==> src/rtl/game_turn_ctrl.sv <==
// Turn controller for a two-row "add hands" game.
// Each player moves a source hand onto an opponent hand; the destination becomes (src + dst) mod 10.
module game_turn_ctrl (
    input  logic        clk,
    input  logic        rst,
    input  logic        start,
    input  logic        btn_up,
    input  logic        btn_down,
    input  logic        btn_left,
    input  logic        btn_right,
    input  logic        btn_ok,
    input  logic [2:0]  num,
    output logic [39:0] status,
    output logic [3:0]  cursor,
    output logic        player,
    output logic [3:0]  src_idx,
    output logic        src_valid,
    output logic [2:0]  state,
    output logic        game_over,
    output logic        winner
);

    typedef enum logic [2:0] {
        IDLE    = 3'd0,
        SEL_SRC = 3'd1,
        SEL_DST = 3'd2,
        UPDATE  = 3'd3,
        CHECK   = 3'd4,
        OVER    = 3'd5
    } state_t;

    state_t     cur_state;
    logic [2:0] hands;
    logic [3:0] dst_idx;

    logic [2:0] hands_new;
    logic       cur_row;
    logic [2:0] cur_col;
    logic [2:0] last_col;
    logic [3:0] cur_val;
    logic [3:0] src_val;
    logic [3:0] dst_val;
    logic [4:0] sum;
    logic [3:0] sum_val;
    logic       own_row;
    logic       opp_clear;
    logic [3:0] next_toggle;
    logic [3:0] next_left;
    logic [3:0] next_right;

    function automatic logic [3:0] slot_of(input logic row, input logic [2:0] col);
        return row ? ({1'b0, col} + 4'd5) : {1'b0, col};
    endfunction

    function automatic logic [39:0] init_slots(input logic [2:0] cnt);
        logic [39:0] s;
        s = '0;
        for (int k = 0; k < 5; k++) begin
            if (k < int'(cnt)) begin
                s[4*k +: 4]     = 4'd1;
                s[4*(k+5) +: 4] = 4'd1;
            end
        end
        return s;
    endfunction

    assign state = cur_state;

    // Cursor geometry, slot lookups and the pending mod-10 sum.
    always_comb begin
        hands_new = num;
        if (num == 3'd0) begin
            hands_new = 3'd1;
        end else if (num > 3'd5) begin
            hands_new = 3'd5;
        end
        cur_row     = (cursor >= 4'd5);
        cur_col     = cur_row ? 3'(cursor - 4'd5) : cursor[2:0];
        last_col    = hands - 3'd1;
        cur_val     = status[{cursor, 2'b00} +: 4];
        src_val     = status[{src_idx, 2'b00} +: 4];
        dst_val     = status[{dst_idx, 2'b00} +: 4];
        sum         = {1'b0, src_val} + {1'b0, dst_val};
        sum_val     = (sum >= 5'd10) ? 4'(sum - 5'd10) : sum[3:0];
        own_row     = (cur_row == player);
        opp_clear   = player ? (status[19:0] == 20'd0) : (status[39:20] == 20'd0);
        next_toggle = slot_of(~cur_row, cur_col);
        next_left   = (cur_col == 3'd0) ? slot_of(~cur_row, last_col) : cursor - 4'd1;
        next_right  = (cur_col == last_col) ? slot_of(~cur_row, 3'd0) : cursor + 4'd1;
    end

    always_ff @(posedge clk or posedge rst) begin
        if (rst) begin
            cur_state <= IDLE;
            status    <= '0;
            cursor    <= '0;
            player    <= 1'b0;
            src_idx   <= '0;
            src_valid <= 1'b0;
            game_over <= 1'b0;
            winner    <= 1'b0;
            hands     <= 3'd1;
            dst_idx   <= '0;
        end else begin
            case (cur_state)
                IDLE, OVER: begin
                    if (start) begin
                        hands     <= hands_new;
                        status    <= init_slots(hands_new);
                        player    <= 1'b0;
                        cursor    <= '0;
                        src_valid <= 1'b0;
                        game_over <= 1'b0;
                        cur_state <= SEL_SRC;
                    end
                end
                SEL_SRC, SEL_DST: begin
                    // btn_ok consumes the cycle even when it is rejected.
                    if (btn_ok) begin
                        if (cur_state == SEL_SRC) begin
                            if (own_row && cur_val != 4'd0) begin
                                src_idx   <= cursor;
                                src_valid <= 1'b1;
                                cur_state <= SEL_DST;
                            end
                        end else if (cursor == src_idx) begin
                            src_valid <= 1'b0;
                            cur_state <= SEL_SRC;
                        end else if (!own_row && cur_val != 4'd0) begin
                            dst_idx   <= cursor;
                            cur_state <= UPDATE;
                        end
                    end else if (btn_up || btn_down) begin
                        cursor <= next_toggle;
                    end else if (btn_left) begin
                        cursor <= next_left;
                    end else if (btn_right) begin
                        cursor <= next_right;
                    end
                end
                UPDATE: begin
                    status[{dst_idx, 2'b00} +: 4] <= sum_val;
                    src_valid <= 1'b0;
                    cur_state <= CHECK;
                end
                CHECK: begin
                    if (opp_clear) begin
                        game_over <= 1'b1;
                        winner    <= player;
                        cur_state <= OVER;
                    end else begin
                        player    <= ~player;
                        cursor    <= player ? 4'd0 : 4'd5;
                        cur_state <= SEL_SRC;
                    end
                end
                default: cur_state <= IDLE;
            endcase
        end
    end

endmodule

==> config.mk <==
export PLATFORM = sky130hd
export DESIGN_NAME = game_turn_ctrl
export DESIGN_NICKNAME = d
export VERILOG_FILES = /design/src/rtl/game_turn_ctrl.sv
export SDC_FILE = /design/constraint.sdc
export NUM_CORES = 1
export LEC_CHECK = 0
export CORE_ASPECT_RATIO = 1.5
export CORE_MARGIN = 3
export CORE_UTILIZATION = 40
export CTS_BUF_LIST = sky130_fd_sc_hd__clkbuf_4 sky130_fd_sc_hd__clkbuf_8
export CTS_CLUSTER_SIZE = 20
export DETAILED_ROUTE_END_ITERATION = 8
export GPL_TIMING_DRIVEN = 0
export SYNTH_ARGS = -nofsm -noshare
export SYNTH_HDL_FRONTEND = slang
export SYNTH_SLANG_ARGS = --single-unit
export TNS_END_PERCENT = 20
==> constraint.sdc <==
create_clock -name clk -period 3.5 [get_ports clk]
set_input_delay 1.05 -clock clk [delete_from_list [all_inputs] [get_ports clk]]
set_output_delay 1.05 -clock clk [all_outputs]
set_load 0.05 [all_outputs]
After elaboration in Yosys (flattened, before gate mapping):

Cells that the tools add are included.
W data, S select, Z words.

* register bits after elaboration: 62
* logic and storage cells: 122

* shift operators: 5
* eq/ne operators: 17
* bitwise logic cells: 3
* reduce and logical (&&, ||, !) cells: 26
* mux-type cells: 44
* add/subtract/negate cells: 9
* $lt $le $gt $ge: 8

Operators by type and width (number)
* $shiftx A40 B7 Y4: 3
* $pmux W40 S2: 1
* $mux W4: 11
* $bwmux W40: 1
* $logic_not A20 Y1: 2
* $mux W40: 1
* $shift A4 B8 Y40 const A: 1
* $shiftx A4 B8 Y40: 1
* $mux W3: 12
* $reduce_and A5 Y1: 3
* $mux W1: 13
* $pmux W3 S4: 1
* $pmux W4 S3: 1
* $ne A2 B2 Y1 const B: 5
* $logic_not A3 Y1: 3
* $add A3 B3 Y4 const B: 2
* $ne A4 B4 Y1 const B: 2
* $neg A6 Y8: 1
* $reduce_and A4 Y1: 2
* $eq A3 B2 Y1 const B: 2
* $eq A3 B3 Y1 const B: 2
* $lt A1 B3 Y1 const A: 2
* $lt A2 B3 Y1 const A: 2
* $ne A3 B3 Y1 const B: 2
* 26 further kinds: 36

Depth between registers and ports, before layout:

* word-level depth: 9
* gate-level depth with buffers: 15
* depth with buffers taken out: 13

Worst setup path before layout:

OpenSTA, ideal clock, no wires.

* path type: register to register
* start point: register src_idx[0]
* end point: register status[38]
* data arrival time: 4134 ps
* library setup time: 84 ps
* stages on the path, launching flop included: 14
* setup slack: -719 ps
* path buffers: 2
* data required time: 3416 ps
* cell sequence: dfrtp_1 -> clkbuf_1 -> clkbuf_1 -> mux4_2 -> nand3b_1 -> o21ai_0 -> fa_1 -> xnor2_1 -> ha_1 -> nand2_1 -> a21boi_1 -> mux2_2 -> or2_2 -> o21ai_0

* cells in the longest elaborated chain, start to end: 7
* elaborated cells on any way between the ends: 8
* those cells by class: 2 x add/sub; 1 x order compare; 2 x shift; 3 x mux

Ends and longest elaborated chain
* start: declaration: line 16 `output logic [3:0] src_idx,`
* start signal: assignment: line 122 `src_idx <= cursor;`
* $shiftx A40 B7 Y4 *: line 81 `src_val = status[{src_idx, 2'b00} +: 4];`
* $add A4 B4 Y5 *: line 83 `sum = {1'b0, src_val} + {1'b0, dst_val};`
* $sub A4 B4 Y4 or $ge A5 B4 Y1 (tied branches): line 84 `sum_val = (sum >= 5'd10) ? 4'(sum - 5'd10) : sum[3:0];`
* $mux W4 *: line 84
* $shiftx A4 B8 Y40 *: line 142 `status[{dst_idx, 2'b00} +: 4] <= sum_val;`
* $bwmux W40 *: line 142
* $pmux W40 S2 *: line 105 `case (cur_state)`
* end signal: assignment: line 109 `status <= init_slots(hands_new);`
* end signal: indexed assignment: line 142
* end: declaration: line 13 `output logic [39:0] status,`

Every way passes the cells marked *; elsewhere a longest branch is shown, timed or not.
A chain may end at the register's enable or synchronous reset.

Worst setup path in the final report:

* start point: register dst_idx[0]
* end point: register status[38]

* cells in the longest elaborated chain, start to end: 7
* elaborated cells on any way between the ends: 10
* those cells by class: 3 x add/sub; 1 x order compare; 3 x shift; 3 x mux

Ends and longest elaborated chain
* start: declaration: line 34 `logic [3:0] dst_idx;`
* start signal: assignment: line 130 `dst_idx <= cursor;`
* $shiftx A40 B7 Y4: line 82 `dst_val = status[{dst_idx, 2'b00} +: 4];`
* $add A4 B4 Y5: line 83
* $sub A4 B4 Y4 or $ge A5 B4 Y1 (tied branches): line 84
* $mux W4: line 84
* $shiftx A4 B8 Y40: line 142
* $bwmux W40 *: line 142
* $pmux W40 S2 *: line 105

Marks and branches as above.

==> reports/results.tsv <==
stage	metric	value	unit
clock_tree	htreeDepth	3	
die	die_w	92.7	um
grt	grt_overflow_total	0	
clock_tree	tritoncts	done	
grt	grt_use_total	0.249	
worst_setup_path	end_kind	flip-flop	
timing	slew_headroom	0.435	
flow_run	max-cap-violations	0	
worst_setup_path	rr_worst_depth	13	
logic_synthesis	seq_area_frac_synth	0.344	
clock_tree	numCtsBuffers	9	
logic_synthesis	synth-edff-count	0	
logic_synthesis	ys_ff_latch	62	
clock_tree	cts-root-buf	clkbuf_8	
logic_synthesis	yosys_most_used_dff	dfrtp_1	
clock_tree	clock_sinks	62	
clock_tree	clk_path_buf_depth	2	
cells_and_area	drive_gt1_frac	0.187	
logic_synthesis	synth_nets	512	
timing	fin_skew	0.0112	ns
die	coreArea	10800	um^2
grt	grt_start_max_net_pins	35	
timing	rsz0062_at_grt	yes	
grt	antenna_found_initial	0	
logic_synthesis	synthDistinctLibCells	70	
cells_and_area	diodes	0	
cells_and_area	final_cell_mix	clkdlybuf4s50_1, dfrtp_1, o21ai_0, nand3_1	
placement	dp.final_hpwl	11600	um
timing	timing.fmax	0.290	GHz
worst_setup_path	crit_start	dst_idx[0]	
worst_setup_path	cp_data_arrival_time	3.73	ns
logic_synthesis	avgSynthCellArea	9.29	um^2
detailed_routing	post-route-drc-count	0	
power	leakage	2.41	nW
die	initial_core_util	0.417	
detailed_routing	wirelength	15500	um
run_status	run_status	complete, no violations	
grt	grt_pass1_wl	23700	um
cells_and_area	n_fill_cell	1020	
cells_and_area	final_common_cell	clkdlybuf4s50_1	
worst_setup_path	reg2reg_from	dst_idx[0]	
worst_setup_path	endpoint	status[38]	
placement	globalplace.congestion	0.912	
die	fp.dieH	136	um
detailed_routing	ant_nets	0	
clock_tree	clkSlewWorstSetupHoldPaths	0.07	ns
worst_setup_path	path_class	reg -> reg	
die	dieArea	12600	um^2
detailed_routing	wl_per_cell	21.3	um
grt	grt_pass1_vias	4231	
worst_setup_path	worstPathRequired	3.78	ns
worst_setup_path	path_max_fanout	5	
logic_synthesis	yosysWarnings	0	
cells_and_area	area_growth	29.6	%
timing	finalHoldViolCount	0	
timing	setup_violations	0	
logic_synthesis	syn_inst	486	
cells_and_area	nNetsFinal	604	
clock_tree	ctsHoldBuffers	0	
timing	drv_slew	0	
die	pin_count	66	
detailed_routing	dr.pass1.iters	5	
timing	min_period_over_period	0.985	
logic_synthesis	asyncSetResetFlopFracSynth	1.00	
worst_setup_path	regToRegSetupSlack	0.05	ns
detailed_routing	drtIter0Drc	275	
power	ir_drop	0.401	mV
worst_setup_path	critPathLaunchType	flip-flop	
timing	tightestPinTransition	0.840	ns
clock_tree	clock_latency	0.36	ns
timing	fin_crit	3.45	ns
placement	portBuffers	63	
detailed_routing	vias_per_cell	6.01	
power	cellPowerDensity	933	nW/um^2
detailed_routing	vias	4366	
hold_path	hold_path_class	reg -> reg	
die	fp-row-count	46	
logic_synthesis	syn-cell-area	4510	um^2
worst_setup_path	r2r-end	status[38]	
timing	hold_slack	0.488	ns
timing	tns	0	ns
how the worst min path moves through the flow:
stage               from        end  slack (ns)  cells after the start
2_1_floorplan   hands[2]   hands[2]        0.50                      1
6_report       game_over  game_over        0.49                      2
4_1_cts        game_over  game_over        0.49                      2
3_5_place_dp   game_over  game_over        0.47                      2
3_3_place_gp   game_over  game_over        0.46                      2
5_1_grt        src_valid  src_valid        0.54                      1
cell families (layout without fill, tap and decap cells):
| logic type | after synthesis | in the layout | share of synthesized area |
|---|---|---|---|
| buffers and inverters | 47 | 144 | 0.0421 |
| AO/OA/AOI/OAI | 122 | 122 | 0.169 |
| flip-flops | 62 | 62 | 0.344 |
| AND/OR/NAND/NOR | 172 | 172 | 0.203 |
| XOR/XNOR | 21 | 21 | 0.0438 |
| multiplexers | 47 | 47 | 0.155 |
| adder cells (fa/ha/maj) | 15 | 15 | 0.0432 |
flip-flops by register name, summed over array words and instances, names as in the netlist:
| signal | flops |
|---|---|
| src_valid | 1 |
| game_over | 1 |
| src_idx | 4 |
| cursor | 4 |
| winner | 1 |
| state | 3 |
| dst_idx | 4 |
| player | 1 |
| status | 40 |
| hands | 3 |
Yosys cell counts, types with 11 or more instances:
| library cell | number | area, um^2 |
|---|---|---|
| a21oi_1 | 12 | 60.1 |
| clkbuf_1 | 23 | 86.3 |
| dfrtp_1 | 61 | 1530 |
| ha_1 | 14 | 175 |
| inv_1 | 15 | 56.3 |
| mux2i_1 | 19 | 190 |
| mux4_2 | 16 | 360 |
| nand2_1 | 33 | 124 |
| nand3_1 | 40 | 200 |
| nand3b_1 | 11 | 82.6 |
| nor2_1 | 32 | 120 |
| o21ai_0 | 60 | 300 |
| xnor2_1 | 12 | 105 |
stage by stage:
step           setup slack (ns)  utilization  power [mW]  cell area, um^2  std cells
6_report                 0.0509        0.541        5.46             5850        727
5_1_grt                 -0.0571        0.541        5.82             5850        727
4_1_cts                  -0.113        0.524        5.21             5670        711
3_5_place_dp             -0.606        0.499        4.44             5400        694
3_3_place_gp             -0.550        0.498        4.41             5380        693
2_1_floorplan            0.0225            -        3.48             4570        486
routing by layer:
metal	track usage	up-vias	routed length, um
met4	0.111	0	607
li1	-	1994	-
met2	0.452	163	8380
met3	0.0393	44	815
met1	0.285	2165	5700
met5	0	-	0
critical path, cell delays in order, from the launching register on:
cell	delay [ns]
dfrtp_1	0.41
buf_6	0.16
mux4_2	0.50
nand3b_1	0.10
o21ai_1	0.08
ha_2	0.22
fa_2	0.37
xnor2_2	0.23
ha_2	0.26
nand2_2	0.07
a21boi_4	0.21
mux2_4	0.35
or2_4	0.27
o21ai_2	0.14
final cells by class:
class                           instances  area [um^2]  share of cell area
Inverter                               16         60.1              0.0103
Clock inverter                          3         40.0             0.00684
Sequential cell                        62         1560               0.266
Buffer                                 29          186              0.0319
Clock buffer                           13          179              0.0306
Timing Repair Buffer                   83          803               0.137
Tap cell                              144          180              0.0308
Multi-Input combinational cell        377         2840               0.486
power by group:
part / total (mW) / switching (mW) / leakage [nW] / internal (mW)
sequential: 1.06 / 0.186 / 0.802 / 0.877
clock: 0.696 / 0.292 / 0.115 / 0.404
combinational: 3.70 / 2.23 / 1.49 / 1.47
timing repair:
action                                  4_1_cts  5_1_grt
gates resized for setup                       9       23
buffers inserted                              2       16
endpoints found under the setup margin       30       23
gates cloned                                  0        1
pin swaps                                     1        7
Power figures use the tool's default switching activity.
